### src/rtl/seq_mult_param.sv
// Sequential shift-add multiplier, WIDTH-bit operands, with signed mode and optional early exit.
// Takes 1..WIDTH CALC cycles, then FIXUP, then a one-cycle DONE pulse.
module seq_mult_param #(
  parameter int WIDTH      = 8,
  parameter bit EARLY_EXIT = 1'b1,
  localparam int CW        = $clog2(WIDTH + 1)
) (
  input  logic                 clk,
  input  logic                 rst,
  input  logic                 start,
  input  logic                 signed_mode,
  input  logic [WIDTH-1:0]     a,
  input  logic [WIDTH-1:0]     b,
  output logic                 busy,
  output logic                 done,
  output logic [2*WIDTH-1:0]   product,
  output logic [CW-1:0]        iterations,
  output logic [1:0]           state
);

  typedef enum logic [1:0] {
    IDLE  = 2'd0,
    CALC  = 2'd1,
    FIXUP = 2'd2,
    DONE  = 2'd3
  } state_t;

  state_t cur, nxt;

  logic [2*WIDTH-1:0] md, acc, acc_fix;
  logic [WIDTH-1:0]   mr, mr_next, a_mag, b_mag;
  logic [CW-1:0]      count, count_inc;
  logic               neg, last_iter;

  // Magnitudes: -2^(WIDTH-1) negates to itself, which reads correctly as unsigned.
  assign a_mag     = (signed_mode && a[WIDTH-1]) ? -a : a;
  assign b_mag     = (signed_mode && b[WIDTH-1]) ? -b : b;
  assign mr_next   = mr >> 1;
  assign count_inc = count + CW'(1);
  assign last_iter = (count_inc == CW'(WIDTH)) || (EARLY_EXIT && (mr_next == '0));
  assign acc_fix   = neg ? -acc : acc;
  assign state     = cur;

  always_ff @(posedge clk) begin
    if (rst) cur <= IDLE;
    else     cur <= nxt;
  end

  always_comb begin
    nxt = cur;
    case (cur)
      IDLE:    if (start) nxt = CALC;
      CALC:    if (last_iter) nxt = FIXUP;
      FIXUP:   nxt = DONE;
      DONE:    nxt = IDLE;
      default: nxt = IDLE;
    endcase
  end

  always_comb begin
    busy = (cur != IDLE);
    done = (cur == DONE);
  end

  always_ff @(posedge clk) begin
    if (rst) begin
      md         <= '0;
      mr         <= '0;
      acc        <= '0;
      count      <= '0;
      neg        <= 1'b0;
      product    <= '0;
      iterations <= '0;
    end else begin
      case (cur)
        IDLE: begin
          if (start) begin
            md    <= {{WIDTH{1'b0}}, a_mag};
            mr    <= b_mag;
            acc   <= '0;
            count <= '0;
            neg   <= signed_mode & (a[WIDTH-1] ^ b[WIDTH-1]);
          end
        end
        CALC: begin
          if (mr[0]) acc <= acc + md;
          md    <= md << 1;
          mr    <= mr_next;
          count <= count_inc;
        end
        // Result registers load on the FIXUP edge so they are already visible during DONE.
        FIXUP: begin
          acc        <= acc_fix;
          product    <= acc_fix;
          iterations <= count;
        end
        default: ;
      endcase
    end
  end

endmodule

### config.mk
export PLATFORM = sky130hd
export DESIGN_NAME = seq_mult_param
export DESIGN_NICKNAME = d
export VERILOG_FILES = /design/src/rtl/seq_mult_param.sv
export SDC_FILE = /design/constraint.sdc
export NUM_CORES = 1
export LEC_CHECK = 0
export ABC_AREA = 1
export CAP_MARGIN = 30
export CORE_UTILIZATION = 50
export CTS_CLUSTER_SIZE = 12
export DETAILED_ROUTE_END_ITERATION = 12
export GPL_ROUTABILITY_DRIVEN = 0
export GPL_TIMING_DRIVEN = 0
export PLACE_DENSITY = 0.74
export SLEW_MARGIN = 20
export SYNTH_ARGS = -nofsm -noshare
export SYNTH_HDL_FRONTEND = slang
export SYNTH_SLANG_ARGS = --single-unit
### constraint.sdc
create_clock -name clk -period 1.8 [get_ports clk]
set_input_delay 0.18 -clock clk [delete_from_list [all_inputs] [get_ports clk]]
set_output_delay 0.18 -clock clk [all_outputs]
set_load 0.02 [all_outputs]
==> impl_metrics.yaml, run 1 <==
outcome:
  outcome: "finished with violations"
  violations: "setup timing"
critical_path:
  critPathKind: "reg2reg"
  cp.required_ns: 2.08
  reg2reg_from: "acc[0]$_SDFFE_PP0P_"
  arrival_ns: 2.09
  critPathLaunchType: "flip-flop"
  reg2reg_to: "acc[12]$_SDFFE_PP0P_"
  r2r_cells: 12
  rrSetupSlack_ns: -0.006
  endpoint_kind: "flip-flop"
  cp_max_fo: 3
route:
  num_vias: 4556
  via_per_inst: 5.46
  routedWlPerCell_microns: 14.4
  finalWirelength_microns: 12000
  postRouteAntennaNets: 0
  drc: 0
  dr.pass1.iters: 5
  drtIter0Drc: 233
clock_network:
  clkTransAtPathRegs_ns: 0.08
  cts_tree: "done"
  cts_root_buf: "clkbuf_8"
  clock_latency_ns: 0.35
  numCtsBuffers: 9
  htreeDepth: 3
  holdBufCountCts: 0
  cts.sinks: 67
  clockBufferDepth: 2
global_route:
  grt_max_degree: 12
  gr-total-overflow: 0
  grt_pass1_vias: 4335
  antenna_found_initial: 0
  grt_pass1_wl_microns: 19600
  track_usage_pct: 28.5
die:
  core_area_sq_um: 8260
  die_w_microns: 94.5
  die_h_microns: 94.5
  initial_core_util_pct: 51.8
  rows: 33
  die_area_sq_um: 8930
  io_pins: 44
worst_hold_path:
  min_path_cells: 2
  hold_class: "reg2reg"
  hold_start: "product[12]$_SDFFE_PP0P_"
  min_to: "product[12]$_SDFFE_PP0P_"
power_and_ir_drop:
  pwr-share-comb_pct: 42.3
  p_sw_mw: 2.22
  clkPwrFrac_pct: 22.0
  p_sw_share_pct: 42.1
  vdd_drop_max_v: 0.000782
  sequentialPowerShare_pct: 35.8
  p_per_area_nw_per_um2: 986
  p_leak_nw: 2.34
  internal_power_mw: 3.05
  total_power_mw: 5.27
synthesis:
  synth_seq_cells: 67
  synthTopCellsByCount: "nand2_1, a21oi_1, dfxtp_1"
  syn-num-nets: 708
  synth_cells: 663
  synth_edf_count: 0
  synth-warning-count: 0
  synth_area_sq_um: 4280
  syn_area_per_cell_sq_um: 6.45
  async_flop_share_pct: 0
  synth_most_common_cell: "nand2_1"
  netlist.area_leader.share_pct: 31.4
  synthDistinctLibCells: 38
  yosysSeqAreaShare_pct: 31.4
  synth_ff_type: "dfxtp_1"
  synthTopCellsByArea: "dfxtp_1, nand2_1, a21oi_1"
  synth.largest_area_cell: "dfxtp_1"
timing:
  worst_slack_ns: -0.00603
  slew_headroom_pct: 57.8
  rsz0062_at_grt: "true"
  hold_ws_ns: 0.466
  finClkSkew_ns: 0.00459
  min_period_ns: 1.81
  tightest_slew_ns: 0.633
  setup_viol: 2
  hold_viol: 0
  fin_crit_sh_pct: 100
  max_freq_ghz: 0.554
  slew_viol_final: 0
finish:
  multi_input_comb_area_sq_um: 2790
  fin_nets: 770
  drive_gt1_share_pct: 16.0
  area_delta_synth_final_pct: 24.9
  insertedDiodeCount: 0
  seq_area_sq_um: 1370
  nFillCells: 772
  postLayoutCoreUtil_pct: 64.7
placement:
  io_buffer_count: 43
  hpwl_microns: 8900
run:
  drv_cap: 0
==> metrics by stage <==
step                area (sq um)  TNS [ns]  std cells  setup slack (ns)
finish                      5340  -0.00717        834          -0.00603
global route                5340    -0.429        834            -0.101
CTS                         5140         0        836            0.0119
detailed placement          4840     -1.26        811            -0.151
global placement            4840    -0.848        811            -0.104
floorplan                   4280         0        663            0.0197
==> routing by layer <==
layer	up-vias	GRT usage (%)	part of all wire [%]
met1	2104	32.6	42
met3	22	5.64	4.7
met4	0	12.8	2.3
li1	2299	-	-
met2	131	50.8	51
met5	-	0	0
==> registers in the layout, indices dropped and copies added (netlist names) <==
register    cells
iterations      4
md             16
product        16
mr              8
state           2
count           4
neg             1
acc            16
==> layout make-up <==
class	count	share of cell area, %
Inverter	69	4.96
Clock inverter	4	0.515
Timing Repair Buffer	51	9.23
Sequential cell	67	25.6
Clock buffer	11	2.65
Tap cell	105	2.46
Multi-Input combinational cell	504	52.1
Buffer	23	2.44
==> worst max-delay path by stage <==
stage / cells after the start / end / slack, ns / start
after CTS: 12 / acc[8]$_SDFFE_PP0P_ / 0.01 / acc[0]$_SDFFE_PP0P_
final: 12 / acc[12]$_SDFFE_PP0P_ / -0.006 / acc[0]$_SDFFE_PP0P_
after global placement: 12 / acc[12]$_SDFFE_PP0P_ / -0.10 / md[0]$_SDFFE_PP0P_
after floorplan: 10 / acc[8]$_SDFFE_PP0P_ / 0.02 / state[1]$_SDFFE_PP0P_
after detailed placement: 12 / acc[12]$_SDFFE_PP0P_ / -0.15 / md[0]$_SDFFE_PP0P_
after global routing: 13 / acc[14]$_SDFFE_PP0P_ / -0.10 / md[0]$_SDFFE_PP0P_
==> logic make-up after synthesis <==
group / count (synthesis) / synth area share [%]
compound gates: 136 / 18.0
xor+xnor: 9 / 1.84
fa+ha+maj: 25 / 7.49
buf+inv: 92 / 8.69
flops: 67 / 31.4
simple gates: 334 / 32.6
==> cell usage in the layout (no fill, tap or decap), drive strengths merged, types with 2 or more instances in the layout <==
cell type and instances:
o21ai 33, nand3 42, buf 18, a31oi 2
ha 24, nor3 8, or2 5, inv 68
clkinv 4, o221ai 5, nor2 46, clkdlybuf4s50 42
o211ai 7, nand3b 4, nand4 4, xor2 4
nand2 222, dfxtp 67, a21oi 86, xnor2 5
clkbuf 24
==> power by group through the flow <==
stage	clock network [mW]	logic (mW)	registers (mW)
6_report	1.16	2.23	1.88
5_1_grt	1.22	2.44	1.91
4_1_cts	1.17	2.09	1.84
3_5_place_dp	0	2.01	1.87
3_3_place_gp	0	1.99	1.87
2_1_floorplan	0	1.36	1.88
==> critical path, cell delays in order, from the launching register on <==
cell	delay, ns
dfxtp_2	0.35
ha_4	0.16
fa_2	0.34
nand2_2	0.11
nand2_2	0.07
and2_4	0.17
nand3_2	0.08
nand3_1	0.07
nand2_1	0.08
nand3_2	0.09
nand2_2	0.09
nand2_2	0.05
a21oi_2	0.09
==> what timing repair did <==
action,in CTS,in global routing
buffers inserted,10,0
pin swaps,5,13
setup endpoints to repair,35,59
resized for setup,17,60
No activity file was read; power rests on OpenSTA's default activity.
==> inputs of run 2 (changes only) <==
--- a/config.mk
+++ b/config.mk
@@ -7,12 +7,14 @@
 export LEC_CHECK = 0
 export ABC_AREA = 1
 export CAP_MARGIN = 30
-export CORE_UTILIZATION = 50
+export CELL_PAD_IN_SITES_DETAIL_PLACEMENT = 1
+export CELL_PAD_IN_SITES_GLOBAL_PLACEMENT = 1
+export CORE_UTILIZATION = 37
 export CTS_CLUSTER_SIZE = 12
 export DETAILED_ROUTE_END_ITERATION = 12
 export GPL_ROUTABILITY_DRIVEN = 0
 export GPL_TIMING_DRIVEN = 0
-export PLACE_DENSITY = 0.74
+export PLACE_DENSITY_LB_ADDON = 0.1
 export SLEW_MARGIN = 20
 export SYNTH_ARGS = -nofsm -noshare
 export SYNTH_HDL_FRONTEND = slang
==> impl_metrics.yaml, run 2 (same netlist as run 1, synthesis figures left out) <==
finish:
  area_delta_synth_final_pct: 32.0
  final_cell_mix: "nand2_1, a21oi_1, inv_1"
  drive_gt1_share_pct: 18.4
  nFillCells: 1432
  multi_input_comb_area_sq_um: 2840
  final_common_cell: "nand2_1"
  seq_area_sq_um: 1390
  fin_nets: 774
  insertedDiodeCount: 0
  top_regs: "acc: 16 flops, md: 16 flops, product: 16 flops"
clock_network:
  cts_root_buf: "clkbuf_16"
  numCtsBuffers: 9
  htreeDepth: 3
  holdBufCountCts: 0
  clkTransAtPathRegs_ns: 0.06
  clock_latency_ns: 0.34
  cts_tree: "done"
  clockBufferDepth: 2
  cts.sinks: 67
die:
  die_w_microns: 110
  initial_core_util_pct: 38.8
  rows: 38
  die_h_microns: 110
  die_area_sq_um: 12000
  core_area_sq_um: 11000
  io_pins: 44
timing:
  tightest_slew_ns: 0.720
  setup_tns_ns: -0.0761
  slew_headroom_pct: 52.0
  rsz0062_at_grt: "true"
  hold_viol: 0
  finClkSkew_ns: 0.00899
  worst_slack_ns: -0.0330
  setup_viol: 4
  fin_crit_sh_pct: 102
  slew_viol_final: 0
  max_freq_ghz: 0.546
  min_period_ns: 1.83
critical_path:
  rrSetupSlack_ns: -0.03
  cp_max_fo: 4
  arrival_ns: 2.09
  endpoint_kind: "flip-flop"
  cp.required_ns: 2.06
  critPathKind: "reg2reg"
  critPathLaunchType: "flip-flop"
route:
  finalWirelength_microns: 15100
  drc: 0
  via_per_inst: 5.29
  postRouteAntennaNets: 0
  num_vias: 4622
  drtIter0Drc: 192
  dr.pass1.iters: 4
  routedWlPerCell_microns: 17.3
power_and_ir_drop:
  p_per_area_nw_per_um2: 1110
  vdd_drop_max_v: 0.000752
  p_leak_nw: 2.48
global_route:
  grt_max_degree: 12
  track_usage_pct: 25.8
  gr-total-overflow: 0
  antenna_found_initial: 0
  grt_pass1_vias: 4860
  grt_pass1_wl_microns: 23500
run:
  drv_cap: 0
placement:
  io_buffer_count: 43
  hpwl_microns: 11100
  dp_slack_ns: -0.178
outcome:
  violations: "setup timing"
  outcome: "finished with violations"
worst_hold_path:
  hold_class: "reg2reg"
[run 2: worst max-delay path: stages (launching register included)]
cell     delay, ns
dfxtp_4       0.36
ha_4          0.16
fa_2          0.37
nand2_4       0.10
nand2_4       0.06
and2_4        0.16
nand3_2       0.08
nand3_1       0.07
nand2_1       0.07
nand3_1       0.09
nand2_1       0.08
nand2_1       0.06
a21oi_2       0.10
[run 2: stage by stage]
| step | cells | total power, mW | area [sq um] | hold slack (ns) | util [%] |
|---|---|---|---|---|---|
| final | 874 | 6.24 | 5650 | 0.467 | 51.2 |
| after global routing | 874 | 6.56 | 5650 | 0.480 | 51.2 |
| after CTS | 869 | 6.09 | 5400 | 0.468 | 48.9 |
| after detailed placement | 846 | 3.98 | 4880 | 0.459 | 44.3 |
| after global placement | 846 | 3.91 | 4880 | 0.454 | 44.3 |
| after floorplan | 663 | 3.24 | 4280 | 0.339 | - |
[run 2: path summary, 6_finish.rpt]
| path | depth (start not counted) | end | startpoint |
|---|---|---|---|
| max reg2reg | 12 | acc[12]$_SDFFE_PP0P_ | acc[0]$_SDFFE_PP0P_ |
| max | 12 | acc[12]$_SDFFE_PP0P_ | acc[0]$_SDFFE_PP0P_ |
| min reg2reg | 2 | product[15]$_SDFFE_PP0P_ | product[15]$_SDFFE_PP0P_ |
| min | 2 | product[15]$_SDFFE_PP0P_ | product[15]$_SDFFE_PP0P_ |
[run 2: final cells by class]
cell class                      instances  share of cell area [%]
Buffer                                 23                    2.26
Clock buffer                           12                    4.54
Clock inverter                          4                    1.29
Inverter                               69                    4.68
Multi-Input combinational cell        504                    50.3
Sequential cell                        67                    24.5
Tap cell                              140                    3.10
Timing Repair Buffer                   55                    9.26
[run 2: report_power, final]
group	leakage, nW	switching, mW	internal (mW)
Clock	0.159	0.672	1.29
Combinational	1.76	1.51	0.883
Sequential	0.556	0.206	1.68
[run 2: routing by layer]
layer / track usage [%] / up-vias / share of wire [%]
li1: - / 2306 / -
met1: 28.6 / 2239 / 42
met2: 51.1 / 58 / 55
met3: 3.50 / 19 / 2.1
met4: 5.90 / 0 / 1.5
met5: 0 / - / 0
[run 2: repair_timing]
item / 4_1_cts / 5_1_grt
buffers inserted: 7 / 6
pin swaps: 5 / 14
setup endpoints to repair: 40 / 49
gates resized for setup: 38 / 61
==> inputs of run 3 (changes only) <==
--- a/config.mk
+++ b/config.mk
@@ -9,7 +9,8 @@
 export CAP_MARGIN = 30
 export CELL_PAD_IN_SITES_DETAIL_PLACEMENT = 1
 export CELL_PAD_IN_SITES_GLOBAL_PLACEMENT = 1
-export CORE_UTILIZATION = 37
+export CORE_UTILIZATION = 38
+export CTS_BUF_LIST = sky130_fd_sc_hd__clkbuf_8
 export CTS_CLUSTER_SIZE = 12
 export DETAILED_ROUTE_END_ITERATION = 12
 export GPL_ROUTABILITY_DRIVEN = 0
==> impl_metrics.yaml, run 3 (same netlist as run 1, synthesis figures left out) <==
clock_network:
  htreeDepth: 3
  cts.sinks: 67
  holdBufCountCts: 0
  cts_root_buf: "clkbuf_8"
  numCtsBuffers: 9
  clock_latency_ns: 0.37
  cts_tree: "done"
  clkTransAtPathRegs_ns: 0.08
  clockBufferDepth: 2
critical_path:
  cp.required_ns: 2.09
  endpoint_kind: "flip-flop"
  worstSetupStartpoint: "acc[0]$_SDFFE_PP0P_"
  rrSetupSlack_ns: -0.02
  arrival_ns: 2.10
  critPathKind: "reg2reg"
  critPathLaunchType: "flip-flop"
  reg2reg_to: "acc[12]$_SDFFE_PP0P_"
  reg2reg_from: "acc[0]$_SDFFE_PP0P_"
  r2r_cells: 12
  cp_max_fo: 4
finish:
  final_cell_mix: "nand2_1, a21oi_1, inv_1"
  final_common_cell: "nand2_1"
  insertedDiodeCount: 0
  nFillCells: 1425
  postLayoutCoreUtil_pct: 50.6
  top_regs: "acc: 16 flops, md: 16 flops, product: 16 flops"
  area_delta_synth_final_pct: 28.8
  fin_cells: 873
  drive_gt1_share_pct: 18.7
  fin_nets: 773
power_and_ir_drop:
  p_leak_nw: 2.37
  pwr-share-comb_pct: 41.6
  clkPwrFrac_pct: 25.2
  internal_power_mw: 3.34
  p_sw_share_pct: 41.1
  p_per_area_nw_per_um2: 1030
  vdd_drop_max_v: 0.000653
  p_sw_mw: 2.33
  sequentialPowerShare_pct: 33.1
outcome:
  violations: "setup timing"
  outcome: "finished with violations"
route:
  dr.max_layer_used: "met4"
  dr.pass1.iters: 4
  finalWirelength_microns: 14500
  postRouteAntennaNets: 0
  routedWlPerCell_microns: 16.6
  route.layer.met1.wl_microns: 5600
  via_per_inst: 5.30
  met2_length_microns: 7840
  drtIter0Drc: 195
  num_vias: 4631
  drc: 0
  wl_met3_microns: 572
global_route:
  gr-total-overflow: 0
  grt_pass1_wl_microns: 22900
  antenna_found_initial: 0
  track_usage_pct: 25.6
  grt_max_degree: 13
  grt_pass1_vias: 4839
timing:
  slew_viol_final: 0
  min_period_ns: 1.82
  setup_viol: 1
  hold_ws_ns: 0.466
  max_freq_ghz: 0.551
  hold_viol: 0
  setup_tns_ns: -0.0151
  fin_crit_sh_pct: 101
  slew_headroom_pct: 55.3
  rsz0062_at_grt: "true"
  worst_slack_ns: -0.0151
  finClkSkew_ns: 0.00459
  tightest_slew_ns: 0.671
worst_hold_path:
  hold_start: "product[0]$_SDFFE_PP0P_"
  min_to: "product[0]$_SDFFE_PP0P_"
  hold_class: "reg2reg"
  min_path_cells: 2
placement:
  hpwl_microns: 11000
  io_buffer_count: 43
  dp_slack_ns: -0.160
  placed_cells: 846
die:
  rows: 38
  die_w_microns: 108
  io_pins: 44
  core_area_sq_um: 10900
  die_area_sq_um: 11700
  die_h_microns: 108
  initial_core_util_pct: 39.3
run:
  drv_cap: 0
## run 3: cell types whose count changed in the layout (fill, tap and decap cells not counted), sizes merged
| cell | before | now |
|---|---|---|
| buf | 26 | 23 |
| inv | 69 | 68 |
| clkbuf | 21 | 20 |
| clkinv | 1 | 5 |
## run 3: through the flow
step / area, sq um / power, mW
finish: 5510 / 5.67
global route: 5510 / 5.99
CTS: 5270 / 5.54
detailed placement: 4880 / 3.97
global placement: 4880 / 3.91
floorplan: 4280 / 3.24
## run 3: worst max-delay path: stages (launching register included)
cell and delay (ns):
dfxtp_4 0.37, ha_4 0.16, fa_2 0.35, nand2_2 0.09
nand2_2 0.06, and2_4 0.16, nand3_2 0.08, nand3_1 0.07
nand2_1 0.07, nand3_2 0.08, nand2_1 0.07, nand2_1 0.06
a21oi_2 0.13
## run 3: worst max-delay path by stage
stage                                     endpoint  slack [ns]  cells past startpoint
after global placement    product[14]$_SDFFE_PP0P_       -0.12                      4
after floorplan                acc[8]$_SDFFE_PP0P_        0.02                     10
after CTS                     acc[12]$_SDFFE_PP0P_      -0.001                     12
after global routing           acc[8]$_SDFFE_PP0P_       -0.17                     12
after detailed placement      acc[12]$_SDFFE_PP0P_       -0.16                     12
final                         acc[12]$_SDFFE_PP0P_       -0.02                     12
## run 3: cell type report
cell class | instances | area, sq um | area share, %
multi-input cells | 504 | 2830 | 51.3
flip-flops and latches | 67 | 1390 | 25.1
repair buffers | 54 | 512 | 9.29
inverters | 69 | 265 | 4.81
well taps | 140 | 175 | 3.18
plain buffers | 23 | 130 | 2.36
clock buffers | 9 | 124 | 2.25
clock inverters | 7 | 92.6 | 1.68
## run 3: power groups by stage
| stage | sequential, mW | clock [mW] | combinational [mW] |
|---|---|---|---|
| final | 1.88 | 1.43 | 2.36 |
| after global routing | 1.91 | 1.50 | 2.58 |
| after global placement | 1.87 | 0 | 2.04 |
| after CTS | 1.87 | 1.45 | 2.22 |
| after floorplan | 1.88 | 0 | 1.36 |
| after detailed placement | 1.87 | 0 | 2.10 |
## run 3: layer usage
layer  up-vias  global-route usage, %
li1       2303                      -
met1      2221                   26.0
met2        76                   50.4
met3        31                   5.55
met4         0                   9.69
met5         -                      0
## run 3: timing repair
item	CTS	global route
resized for setup	38	61
setup buffers	3	8
endpoints found under the setup margin	38	58
pin swaps	5	10
